--- config.mk ---
export PLATFORM = sky130hd
export DESIGN_NAME = reset_sequencer_flat
export DESIGN_NICKNAME = d
export VERILOG_FILES = /design/src/rtl/reset_sequencer_pkg.sv /design/src/rtl/reset_sequencer_if.sv /design/src/rtl/reset_sequencer_sync_debounce.sv /design/src/rtl/reset_sequencer.sv /design/src/flat_wrapper.sv
export SDC_FILE = /design/constraint.sdc
export NUM_CORES = 1
export LEC_CHECK = 0
export CAP_MARGIN = 15
export CORE_UTILIZATION = 55
export DETAILED_ROUTE_END_ITERATION = 16
export GPL_TIMING_DRIVEN = 0
export PLACE_DENSITY = 0.73
export RECOVER_POWER = 25
export SETUP_SLACK_MARGIN = 0.15
export SLEW_MARGIN = 20
export SYNTH_ARGS = -nofsm -noshare
export SYNTH_HDL_FRONTEND = slang
export SYNTH_SLANG_ARGS = --single-unit
--- constraint.sdc ---
create_clock -name clk -period 4.2 [get_ports clk]
set_clock_uncertainty 0.15 [all_clocks]
set_input_delay 0.63 -clock clk [delete_from_list [all_inputs] [get_ports clk]]
set_output_delay 0.63 -clock clk [all_outputs]
set_load 0.05 [all_outputs]
--- src/rtl/reset_sequencer_pkg.sv ---
// Shared definitions for the reset sequencer.
//  - state_e: sequencer FSM state encodings.
//  - CLK_HZ: board PLL clock frequency, used to derive the default timing parameters.
//  - cnt_width(): counter width helper that never returns zero.
package reset_sequencer_pkg;

  typedef enum logic [1:0] {
    WAIT_LOCK = 2'd0,
    HOLD      = 2'd1,
    RUN       = 2'd2
  } state_e;

  localparam int unsigned CLK_HZ = 42_000_000;

  // About 100 us of lock, rounded down to a power of two: 4096 cycles (~97.5 us).
  localparam int unsigned DEFAULT_HOLD_CYCLES = 2 ** ($clog2(CLK_HZ / 10_000) - 1);

  // 10 ms of stable button level.
  localparam int unsigned DEFAULT_DEBOUNCE_CYCLES = CLK_HZ / 100;

  function automatic int unsigned cnt_width(input int unsigned n);
    return (n <= 1) ? 1 : $clog2(n);
  endfunction

endpackage

--- src/rtl/reset_sequencer_if.sv ---
// Board-facing signal bundle of the reset sequencer.
//  isLocked   PLL lock flag (asynchronous)
//  buttonIn   raw board button (asynchronous, bouncing)
//  coreReset  active-high synchronous reset for the J1 core
//  resetDone  high while the core runs
//  lockLost   sticky lock-loss indication
// master: the board/environment side; slave: the sequencer.
interface reset_sequencer_if;

  logic isLocked;
  logic buttonIn;
  logic coreReset;
  logic resetDone;
  logic lockLost;

  modport master (
    output isLocked,
    output buttonIn,
    input  coreReset,
    input  resetDone,
    input  lockLost
  );

  modport slave (
    input  isLocked,
    input  buttonIn,
    output coreReset,
    output resetDone,
    output lockLost
  );

endinterface

--- src/rtl/reset_sequencer_sync_debounce.sv ---
// Button synchronizer and debouncer.
//  clk           sequencer clock
//  reset         synchronous active-high reset
//  btn_i         raw button, asynchronous to clk
//  btn_stable_o  debounced button level, 1 = pressed
// The raw button passes through SYNC_STAGES flops, is normalised to pressed=1 and is then
// accepted only after it has differed from the accepted level for DEBOUNCE_CYCLES cycles.
module reset_sequencer_sync_debounce
  import reset_sequencer_pkg::*;
#(
  parameter int unsigned SYNC_STAGES     = 2,
  parameter int unsigned DEBOUNCE_CYCLES = DEFAULT_DEBOUNCE_CYCLES,
  parameter bit          ACTIVE_LOW      = 1'b1
) (
  input  logic clk,
  input  logic reset,
  input  logic btn_i,
  output logic btn_stable_o
);

  if (SYNC_STAGES < 2) begin : g_bad_sync
    $error("SYNC_STAGES must be at least 2");
  end
  if (DEBOUNCE_CYCLES < 1) begin : g_bad_debounce
    $error("DEBOUNCE_CYCLES must be at least 1");
  end

  localparam int unsigned CntW = cnt_width(DEBOUNCE_CYCLES);
  localparam logic [CntW-1:0] CntMax = CntW'(DEBOUNCE_CYCLES - 1);

  logic [SYNC_STAGES-1:0] sync_q, sync_d;
  logic                   btn_sync;
  logic                   stable_q, stable_d;
  logic [CntW-1:0]        cnt_q, cnt_d;

  always_comb begin
    sync_d = {sync_q[SYNC_STAGES-2:0], btn_i};
  end

  assign btn_sync = ACTIVE_LOW ? ~sync_q[SYNC_STAGES-1] : sync_q[SYNC_STAGES-1];

  // Counter runs only while the synchronized level disagrees with the accepted one; any
  // agreeing cycle (a bounce back) clears it.
  always_comb begin
    stable_d = stable_q;
    cnt_d    = '0;
    if (btn_sync != stable_q) begin
      if (cnt_q == CntMax) begin
        stable_d = btn_sync;
      end else begin
        cnt_d = cnt_q + 1'b1;
      end
    end
  end

  always_ff @(posedge clk) begin
    if (reset) begin
      sync_q   <= '0;
      stable_q <= 1'b0;
      cnt_q    <= '0;
    end else begin
      sync_q   <= sync_d;
      stable_q <= stable_d;
      cnt_q    <= cnt_d;
    end
  end

  assign btn_stable_o = stable_q;

endmodule

--- src/rtl/reset_sequencer.sv ---
// Core reset sequencer for the J1 system on the PLL clock domain.
//  clk    PLL output clock, only clock of the block
//  reset  synchronous active-high reset of this block
//  bus    slave side of reset_sequencer_if:
//           isLocked/buttonIn in (asynchronous), coreReset/resetDone/lockLost out (registered)
// The core is held in reset until the synchronized lock has been stable for HOLD_CYCLES
// with the button released; lock loss or a debounced press puts it back into reset.
module reset_sequencer
  import reset_sequencer_pkg::*;
#(
  parameter int unsigned SYNC_STAGES       = 2,
  parameter int unsigned HOLD_CYCLES       = DEFAULT_HOLD_CYCLES,
  parameter int unsigned DEBOUNCE_CYCLES   = DEFAULT_DEBOUNCE_CYCLES,
  parameter bit          BUTTON_ACTIVE_LOW = 1'b1
) (
  input logic               clk,
  input logic               reset,
  reset_sequencer_if.slave  bus
);

  if (SYNC_STAGES < 2) begin : g_bad_sync
    $error("SYNC_STAGES must be at least 2");
  end
  if (HOLD_CYCLES < 1) begin : g_bad_hold
    $error("HOLD_CYCLES must be at least 1");
  end
  if (DEBOUNCE_CYCLES < 1) begin : g_bad_debounce
    $error("DEBOUNCE_CYCLES must be at least 1");
  end

  localparam int unsigned HoldW = $clog2(HOLD_CYCLES) + 1;
  localparam logic [HoldW-1:0] HoldMax = HoldW'(HOLD_CYCLES - 1);

  logic [SYNC_STAGES-1:0] lock_sync_q, lock_sync_d;
  logic                   lock_sync;
  logic                   btn_stable;

  state_e           state_q, state_d;
  logic [HoldW-1:0] hold_q, hold_d;
  logic             core_reset_q, core_reset_d;
  logic             done_q, done_d;
  logic             lost_q, lost_d;

  always_comb begin
    lock_sync_d = {lock_sync_q[SYNC_STAGES-2:0], bus.isLocked};
  end

  assign lock_sync = lock_sync_q[SYNC_STAGES-1];

  reset_sequencer_sync_debounce #(
    .SYNC_STAGES     (SYNC_STAGES),
    .DEBOUNCE_CYCLES (DEBOUNCE_CYCLES),
    .ACTIVE_LOW      (BUTTON_ACTIVE_LOW)
  ) u_sync_debounce (
    .clk          (clk),
    .reset        (reset),
    .btn_i        (bus.buttonIn),
    .btn_stable_o (btn_stable)
  );

  // Priority in every state: lock loss, then button, then hold counter.
  always_comb begin
    state_d = state_q;
    hold_d  = hold_q;
    lost_d  = lost_q;
    case (state_q)
      WAIT_LOCK: begin
        if (lock_sync) begin
          state_d = HOLD;
          hold_d  = '0;
        end
      end
      HOLD: begin
        if (!lock_sync) begin
          state_d = WAIT_LOCK;
        end else if (btn_stable) begin
          hold_d = '0;
        end else if (hold_q == HoldMax) begin
          state_d = RUN;
        end else begin
          hold_d = hold_q + 1'b1;
        end
      end
      RUN: begin
        if (!lock_sync) begin
          state_d = WAIT_LOCK;
          lost_d  = 1'b1;
        end else if (btn_stable) begin
          state_d = HOLD;
          hold_d  = '0;
        end
      end
      default: begin
        state_d = WAIT_LOCK;
        hold_d  = '0;
      end
    endcase
    // Outputs follow the next state so they switch on the same edge as the state does.
    core_reset_d = (state_d != RUN);
    done_d       = (state_d == RUN);
  end

  always_ff @(posedge clk) begin
    if (reset) begin
      lock_sync_q  <= '0;
      state_q      <= WAIT_LOCK;
      hold_q       <= '0;
      core_reset_q <= 1'b1;
      done_q       <= 1'b0;
      lost_q       <= 1'b0;
    end else begin
      lock_sync_q  <= lock_sync_d;
      state_q      <= state_d;
      hold_q       <= hold_d;
      core_reset_q <= core_reset_d;
      done_q       <= done_d;
      lost_q       <= lost_d;
    end
  end

  assign bus.coreReset = core_reset_q;
  assign bus.resetDone = done_q;
  assign bus.lockLost  = lost_q;

endmodule
--- src/flat_wrapper.sv ---
// flat-port wrapper written by rule: the top's interface ports become plain ports
module reset_sequencer_flat import reset_sequencer_pkg::*;
#(
  parameter int unsigned SYNC_STAGES       = 2,
  parameter int unsigned HOLD_CYCLES       = DEFAULT_HOLD_CYCLES,
  parameter int unsigned DEBOUNCE_CYCLES   = DEFAULT_DEBOUNCE_CYCLES,
  parameter bit          BUTTON_ACTIVE_LOW = 1'b1
)
  (clk, reset, bus_isLocked, bus_buttonIn, bus_coreReset, bus_resetDone, bus_lockLost);
  reset_sequencer_if bus_i ();
  input logic clk;
  input logic reset;
  input wire logic [$bits(bus_i.isLocked)-1:0] bus_isLocked;
  input wire logic [$bits(bus_i.buttonIn)-1:0] bus_buttonIn;
  output wire logic [$bits(bus_i.coreReset)-1:0] bus_coreReset;
  output wire logic [$bits(bus_i.resetDone)-1:0] bus_resetDone;
  output wire logic [$bits(bus_i.lockLost)-1:0] bus_lockLost;
  assign bus_i.isLocked = bus_isLocked;
  assign bus_i.buttonIn = bus_buttonIn;
  assign bus_coreReset = bus_i.coreReset;
  assign bus_resetDone = bus_i.resetDone;
  assign bus_lockLost = bus_i.lockLost;
  reset_sequencer #(.SYNC_STAGES(SYNC_STAGES), .HOLD_CYCLES(HOLD_CYCLES), .DEBOUNCE_CYCLES(DEBOUNCE_CYCLES), .BUTTON_ACTIVE_LOW(BUTTON_ACTIVE_LOW)) u_core (.clk(clk), .reset(reset), .bus(bus_i));
endmodule
==> impl_metrics.py, run 1 <==
metrics = {
    "floorplan": {
        "die_y_um": 62.2,
        "core_um2": 3420,
        "io_pins": 7,
        "dieArea_um2": 3870,
        "die_w_um": 62.2,
        "start_util_pct": 58.4,
        "fp-row-count": 21,
    },
    "timing": {
        "rsz0062_at_grt": "false",
        "fmax_ghz": 0.370,
        "period_needed_ns": 2.70,
        "drv_slew": 0,
        "maxSlewHeadroom_pct": 40.4,
        "period_share_pct": 64.4,
        "hold_viol": 0,
        "setup_viol": 0,
        "worstMarginPinSlew_ns": 0.886,
        "setup-tns-final_ns": 0,
    },
    "pwr": {
        "power.density_nw_per_um2": 319,
        "peakVddDrop_uv": 216,
        "p_total_w": 0.000693,
        "leakage_nw": 0.647,
    },
    "synthesis": {
        "ys.flop_type": "dfxtp_1",
        "syn-num-nets": 235,
        "synth_cells": 229,
        "synth.avg_cell_area_um2": 8.70,
        "ys_types": 47,
        "yosysTopAreaCellShare_pct": 42.2,
        "netlist_top_cells_area": "dfxtp_1, a21oi_1, nand2_1",
        "synth_warnings": 0,
        "ys_seq_area_share_pct": 42.2,
        "synthesis.area_um2": 1990,
        "synth_seq_cells": 42,
        "synthArstFlopShare_pct": 0,
        "netlist.top_cell.by_area": "dfxtp_1",
        "synth_edf_count": 0,
    },
    "global_routing": {
        "track_usage_pct": 23.7,
        "grt_use_met1_pct": 32.5,
        "grt_pass1_vias": 1642,
        "overflow": 0,
        "grt_pass1_wl_um": 7300,
        "antenna_found_initial": 0,
        "grt_max_degree": 14,
        "use_met3_pct": 5.70,
        "top_usage_layer": "met2",
        "use_met2_pct": 35.6,
    },
    "setup_path": {
        "cp.required_ns": 4.32,
        "cp_slowest_cell": "nor4_1",
        "reg2reg_depth": 6,
        "max_stage_delay_ns": 0.79,
        "arrival_ns": 2.82,
        "worstPathCellList": "ha_1 > nand3_1 > nor4_1 > o21ai_1 > buf_2 > a221oi_1",
        "cp_max_fo": 10,
        "worst-setup-path-type": "register to register",
        "end_kind": "register",
        "cp-start-kind": "register",
    },
    "clock_network": {
        "cts_buffer_depth": 2,
        "post-cts-setup-buffers": 0,
        "clk_pin_slew_ns": 0.12,
        "cts_tree": "done",
        "cts_buffers": 5,
        "cts_root_buf": "clkbuf_4",
        "cts_hold_buffers": 0,
        "clock_latency_ns": 0.37,
        "postCtsResizedCells": 0,
        "ctsHtreeMaxLevel": 2,
        "cts.sinks": 42,
    },
    "detailed_routing": {
        "drt_pass1_iterations": 4,
        "drc_errors": 0,
        "drt-initial-drc-count": 135,
        "wl_um": 4200,
        "post_drt_via_cell_ratio": 6.23,
        "via_count": 1801,
        "detail_route.wl_per_cell_um": 14.5,
        "ant_nets": 0,
    },
    "finish": {
        "drive_above_1_share_pct": 6.17,
        "diodes": 0,
        "nNetsFinal": 248,
        "syn2layout_area_growth_pct": 8.98,
        "fillCellCount": 310,
    },
    "flow_run": {
        "maxCapViolations": 0,
    },
    "run_status": {
        "status": "completed",
    },
    "min_path": {
        "holdPathStages": 1,
        "min_path_type": "register to register",
    },
    "placement": {
        "routabilityCongestion": 0.821,
        "place_hpwl_um": 2980,
        "io_buffers": 6,
    },
}
==> cells in the final DEF (no fill, tap or decap), drive strengths merged, types with 2 or more instances in the layout <==
| master | n |
|---|---|
| a211oi | 2 |
| a21oi | 15 |
| a221oi | 2 |
| a311oi | 5 |
| a41oi | 2 |
| and4 | 6 |
| buf | 3 |
| clkbuf | 12 |
| clkdlybuf4s50 | 5 |
| clkinv | 3 |
| dfxtp | 42 |
| ha | 2 |
| inv | 7 |
| nand2 | 19 |
| nand3 | 14 |
| nand4 | 11 |
| nor2 | 18 |
| nor2b | 7 |
| nor3 | 4 |
| nor4 | 5 |
| nor4bb | 2 |
| o2111ai | 2 |
| o21ai | 8 |
| o21bai | 2 |
| o311ai | 2 |
| o31ai | 3 |
| or3 | 7 |
| or4 | 4 |
| xnor2 | 7 |
| xor2 | 6 |
==> cell type report <==
type                       count  area, µm²  area share (%)
tap                           46       57.6            2.65
sequential                    42        841            38.7
clock buffer                   5       37.5            1.73
timing repair buffer           6       60.1            2.76
inverter                       8       30.0            1.38
clock inverter                 3       40.0            1.84
multi-input combinational    169       1060            49.0
buffer                        10       41.3            1.90
==> synth_stat cells (3+ instances only) <==
| cell | number |
|---|---|
| o21ai_0 | 7 |
| nor4_1 | 4 |
| and4_1 | 5 |
| nand4_1 | 11 |
| dfxtp_1 | 42 |
| nor3_1 | 4 |
| o31ai_1 | 3 |
| buf_2 | 4 |
| nor2_1 | 18 |
| nand2_1 | 19 |
| a311oi_1 | 5 |
| xnor2_1 | 7 |
| nor2b_1 | 7 |
| xor2_1 | 6 |
| a21oi_1 | 15 |
| inv_1 | 7 |
| nand3_1 | 13 |
| clkbuf_1 | 6 |
| or4_1 | 4 |
| or3_1 | 7 |
==> worst max-delay path: cells and delay by family (launching register included) <==
family / cells / cell delay [ns]
buffers and inverters: 1 / 0.25
AO/OA/AOI/OAI: 2 / 0.53
flip-flops: 1 / 0.44
adder cells (fa/ha/maj): 1 / 0.24
AND/OR/NAND/NOR: 2 / 1.01
==> cell families after synthesis <==
group / count (synthesis) / share of synthesized area, %
AND/OR/NAND/NOR: 107 / 31.4
AO/OA/AOI/OAI: 46 / 15.3
flip-flops: 42 / 42.2
buffers and inverters: 18 / 3.64
XOR/XNOR: 13 / 5.71
adder cells (fa/ha/maj): 2 / 1.26
multiplexers: 1 / 0.502
==> layer usage <==
metal	routed length (µm)	part of all wire, %
met1	2000	48
met2	1840	44
met3	296	7.1
met4	54	1.3
met5	0	0
==> worst paths after layout <==
check	slack (ns)	end	startpoint
max	1.50	u_core.hold_q[5]	u_core.hold_q[0]
min	0.31	u_core.u_sync_debounce.sync_q[1]	u_core.u_sync_debounce.sync_q[0]
max reg2reg	1.50	u_core.hold_q[5]	u_core.hold_q[0]
min reg2reg	0.31	u_core.u_sync_debounce.sync_q[1]	u_core.u_sync_debounce.sync_q[0]
==> through the flow <==
stage / instance area, µm² / utilization [%] / hold slack (ns) / cells / setup WS, ns
detailed placement: 2110 / 61.8 / 0.286 / 281 / 1.61
global placement: 2110 / 61.8 / 0.281 / 281 / 1.66
finish: 2170 / 63.6 / 0.308 / 289 / 1.50
global route: 2170 / 63.6 / 0.331 / 289 / 1.18
floorplan: 1990 / - / 0.264 / 229 / 2.32
CTS: 2190 / 64.1 / 0.311 / 289 / 1.89
==> sequential cells by signal, indices dropped and copies added, names as in the netlist <==
| name | cells |
|---|---|
| u_core.u_sync_debounce.sync_q | 2 |
| u_core.hold_q | 13 |
| u_core.state_q | 2 |
| u_core.bus.resetDone | 1 |
| u_core.u_sync_debounce.cnt_q | 19 |
| u_core.bus.coreReset | 1 |
| u_core.u_sync_debounce.btn_stable_o | 1 |
| u_core.bus.lockLost | 1 |
| u_core.lock_sync_q | 2 |
==> power by group <==
part / switching (W) / internal (W)
Sequential: 0.00000345 / 0.000403
Clock: 0.000138 / 0.000123
Combinational: 0.0000165 / 0.00000911
Power figures use the tool's default switching activity.
==> run 2, diff against run 1 <==
clock period = 2.6 ns   (was 4.2 ns; I/O delays follow)
==> run 2 against run 1 <==
  * Count of clock-buffer cells in the layout did not move
  * Global-route usage stayed put
  * Via count down 0.89%
  * Critical path type unchanged
  * Critical endpoint is now u_core.u_sync_debounce.cnt_q[6]
==> impl_metrics.py, run 2 (synthesis gave the netlist of run 1 again) <==
metrics = {
    "floorplan": {
        "core_um2": 3420,
        "fp-row-count": 21,
        "die_w_um": 62.2,
        "die_y_um": 62.2,
        "dieArea_um2": 3870,
        "io_pins": 7,
        "start_util_pct": 58.4,
    },
    "timing": {
        "maxSlewHeadroom_pct": 55.3,
        "hold_viol": 0,
        "worstMarginPinSlew_ns": 0.669,
        "period_share_pct": 86.1,
        "setup_viol": 0,
        "rsz0062_at_grt": "false",
        "setup-tns-final_ns": 0,
        "fmax_ghz": 0.447,
        "drv_slew": 0,
        "period_needed_ns": 2.24,
        "setup_slack_ns": 0.361,
    },
    "detailed_routing": {
        "drc_errors": 0,
        "via_count": 1785,
        "drt_pass1_iterations": 5,
        "drt-initial-drc-count": 145,
        "detail_route.wl_per_cell_um": 14.5,
        "ant_nets": 0,
        "post_drt_via_cell_ratio": 6.18,
        "wl_um": 4200,
    },
    "setup_path": {
        "cp_num_buf_inv": 1,
        "cp_max_fo": 10,
        "rrSetupSlack_ns": 0.36,
        "r2r-start": "u_core.u_sync_debounce.cnt_q[0]",
        "arrival_ns": 2.36,
        "critical-path-top-delay-family": "compound AO/OA/AOI/OAI gates",
        "startpoint": "u_core.u_sync_debounce.cnt_q[0]",
        "cp-start-kind": "register",
        "r2r-end": "u_core.u_sync_debounce.cnt_q[6]",
        "cp.required_ns": 2.72,
        "worstPathCellList": "ha_1 > nand4_1 > o21bai_1 > buf_2 > nor2_1",
        "reg2reg_depth": 5,
        "worst-setup-path-type": "register to register",
        "cp_slowest_cell": "o21bai_1",
        "max_stage_delay_ns": 0.65,
        "end_kind": "register",
    },
    "global_routing": {
        "grt_pass1_wl_um": 7300,
        "antenna_found_initial": 0,
        "grt_max_degree": 14,
        "overflow": 0,
        "grt_pass1_vias": 1642,
        "track_usage_pct": 23.7,
    },
    "placement": {
        "io_buffers": 6,
        "place_hpwl_um": 2980,
        "routabilityCongestion": 0.821,
        "pre_cts_ws_ns": 0.248,
    },
    "finish": {
        "largest_registers": "u_core.u_sync_debounce.cnt_q (19), u_core.hold_q (13)",
        "seq_area_um2": 841,
        "nNetsFinal": 248,
        "mostFrequentLayoutCell": "dfxtp_1",
        "final_cell_mix": "dfxtp_1, nand2_1, nor2_1",
        "top_register": "u_core.u_sync_debounce.cnt_q",
        "syn2layout_area_growth_pct": 9.79,
        "multi_input_area_um2": 1080,
        "drive_above_1_share_pct": 7.00,
        "finalCoreUtilization_pct": 64.1,
        "diodes": 0,
        "largest_reg_flops": 19,
        "fillCellCount": 307,
    },
    "pwr": {
        "leakage_nw": 0.652,
        "power.density_nw_per_um2": 514,
        "peakVddDrop_uv": 351,
    },
    "min_path": {
        "min-delay-start": "u_core.u_sync_debounce.sync_q[0]",
        "holdPathStages": 1,
        "hold_end": "u_core.u_sync_debounce.sync_q[1]",
        "min_path_type": "register to register",
    },
    "clock_network": {
        "cts_buffers": 5,
        "postCtsResizedCells": 0,
        "ctsHtreeMaxLevel": 2,
        "cts_root_buf": "clkbuf_4",
        "cts.sinks": 42,
        "cts_tree": "done",
        "clk_pin_slew_ns": 0.12,
        "clock_latency_ns": 0.37,
        "post-cts-setup-buffers": 0,
        "cts_hold_buffers": 0,
        "cts_buffer_depth": 2,
    },
    "flow_run": {
        "maxCapViolations": 0,
    },
    "run_status": {
        "status": "completed",
    },
}
[run 2: cell types whose count changed in the layout (fill, tap and decap cells not counted), sizes merged]
cell | previous run | this run
clkbuf | 12 | 11
buf | 3 | 4
[run 2: power by group]
group          internal, W  total [W]  switching, W
sequential        0.000651   0.000656    0.00000562
combinational    0.0000147  0.0000415     0.0000268
clock             0.000199   0.000426      0.000227
total             0.000865    0.00112      0.000259
[run 2: through the flow]
stage	hold WS, ns	total power [W]	instances	area, µm²
4_1_cts	0.311	0.00113	289	2190
2_1_floorplan	0.264	0.000697	229	1990
3_3_place_gp	0.281	0.000710	281	2110
3_5_place_dp	0.286	0.000712	281	2110
5_1_grt	0.331	0.00117	289	2190
6_report	0.308	0.00112	289	2190
[run 2: area by class of cell]
type                            instances  area share [%]
Buffer                                 10            1.94
Clock buffer                            5            1.72
Clock inverter                          3            1.83
Inverter                                8            1.37
Multi-Input combinational cell        169            49.3
Sequential cell                        42            38.4
Tap cell                               46            2.63
Timing Repair Buffer                    6            2.74
[run 2: worst max path at each step]
stage	slack [ns]	endpoint	depth (start not counted)
5_1_grt	0.16	u_core.hold_q[8]	6
3_3_place_gp	0.30	u_core.u_sync_debounce.cnt_q[11]	6
6_report	0.36	u_core.u_sync_debounce.cnt_q[6]	5
3_5_place_dp	0.25	u_core.u_sync_debounce.cnt_q[6]	6
2_1_floorplan	0.72	u_core.hold_q[7]	6
4_1_cts	0.32	u_core.hold_q[5]	6
[run 2: per-layer routing]
layer | up-vias | GRT usage (%) | routed length (µm)
met5 | - | 0 | 0
met4 | 0 | 9.88 | 65
met3 | 8 | 5.70 | 243
met2 | 63 | 35.6 | 1850
met1 | 828 | 32.5 | 2040
li1 | 886 | - | -
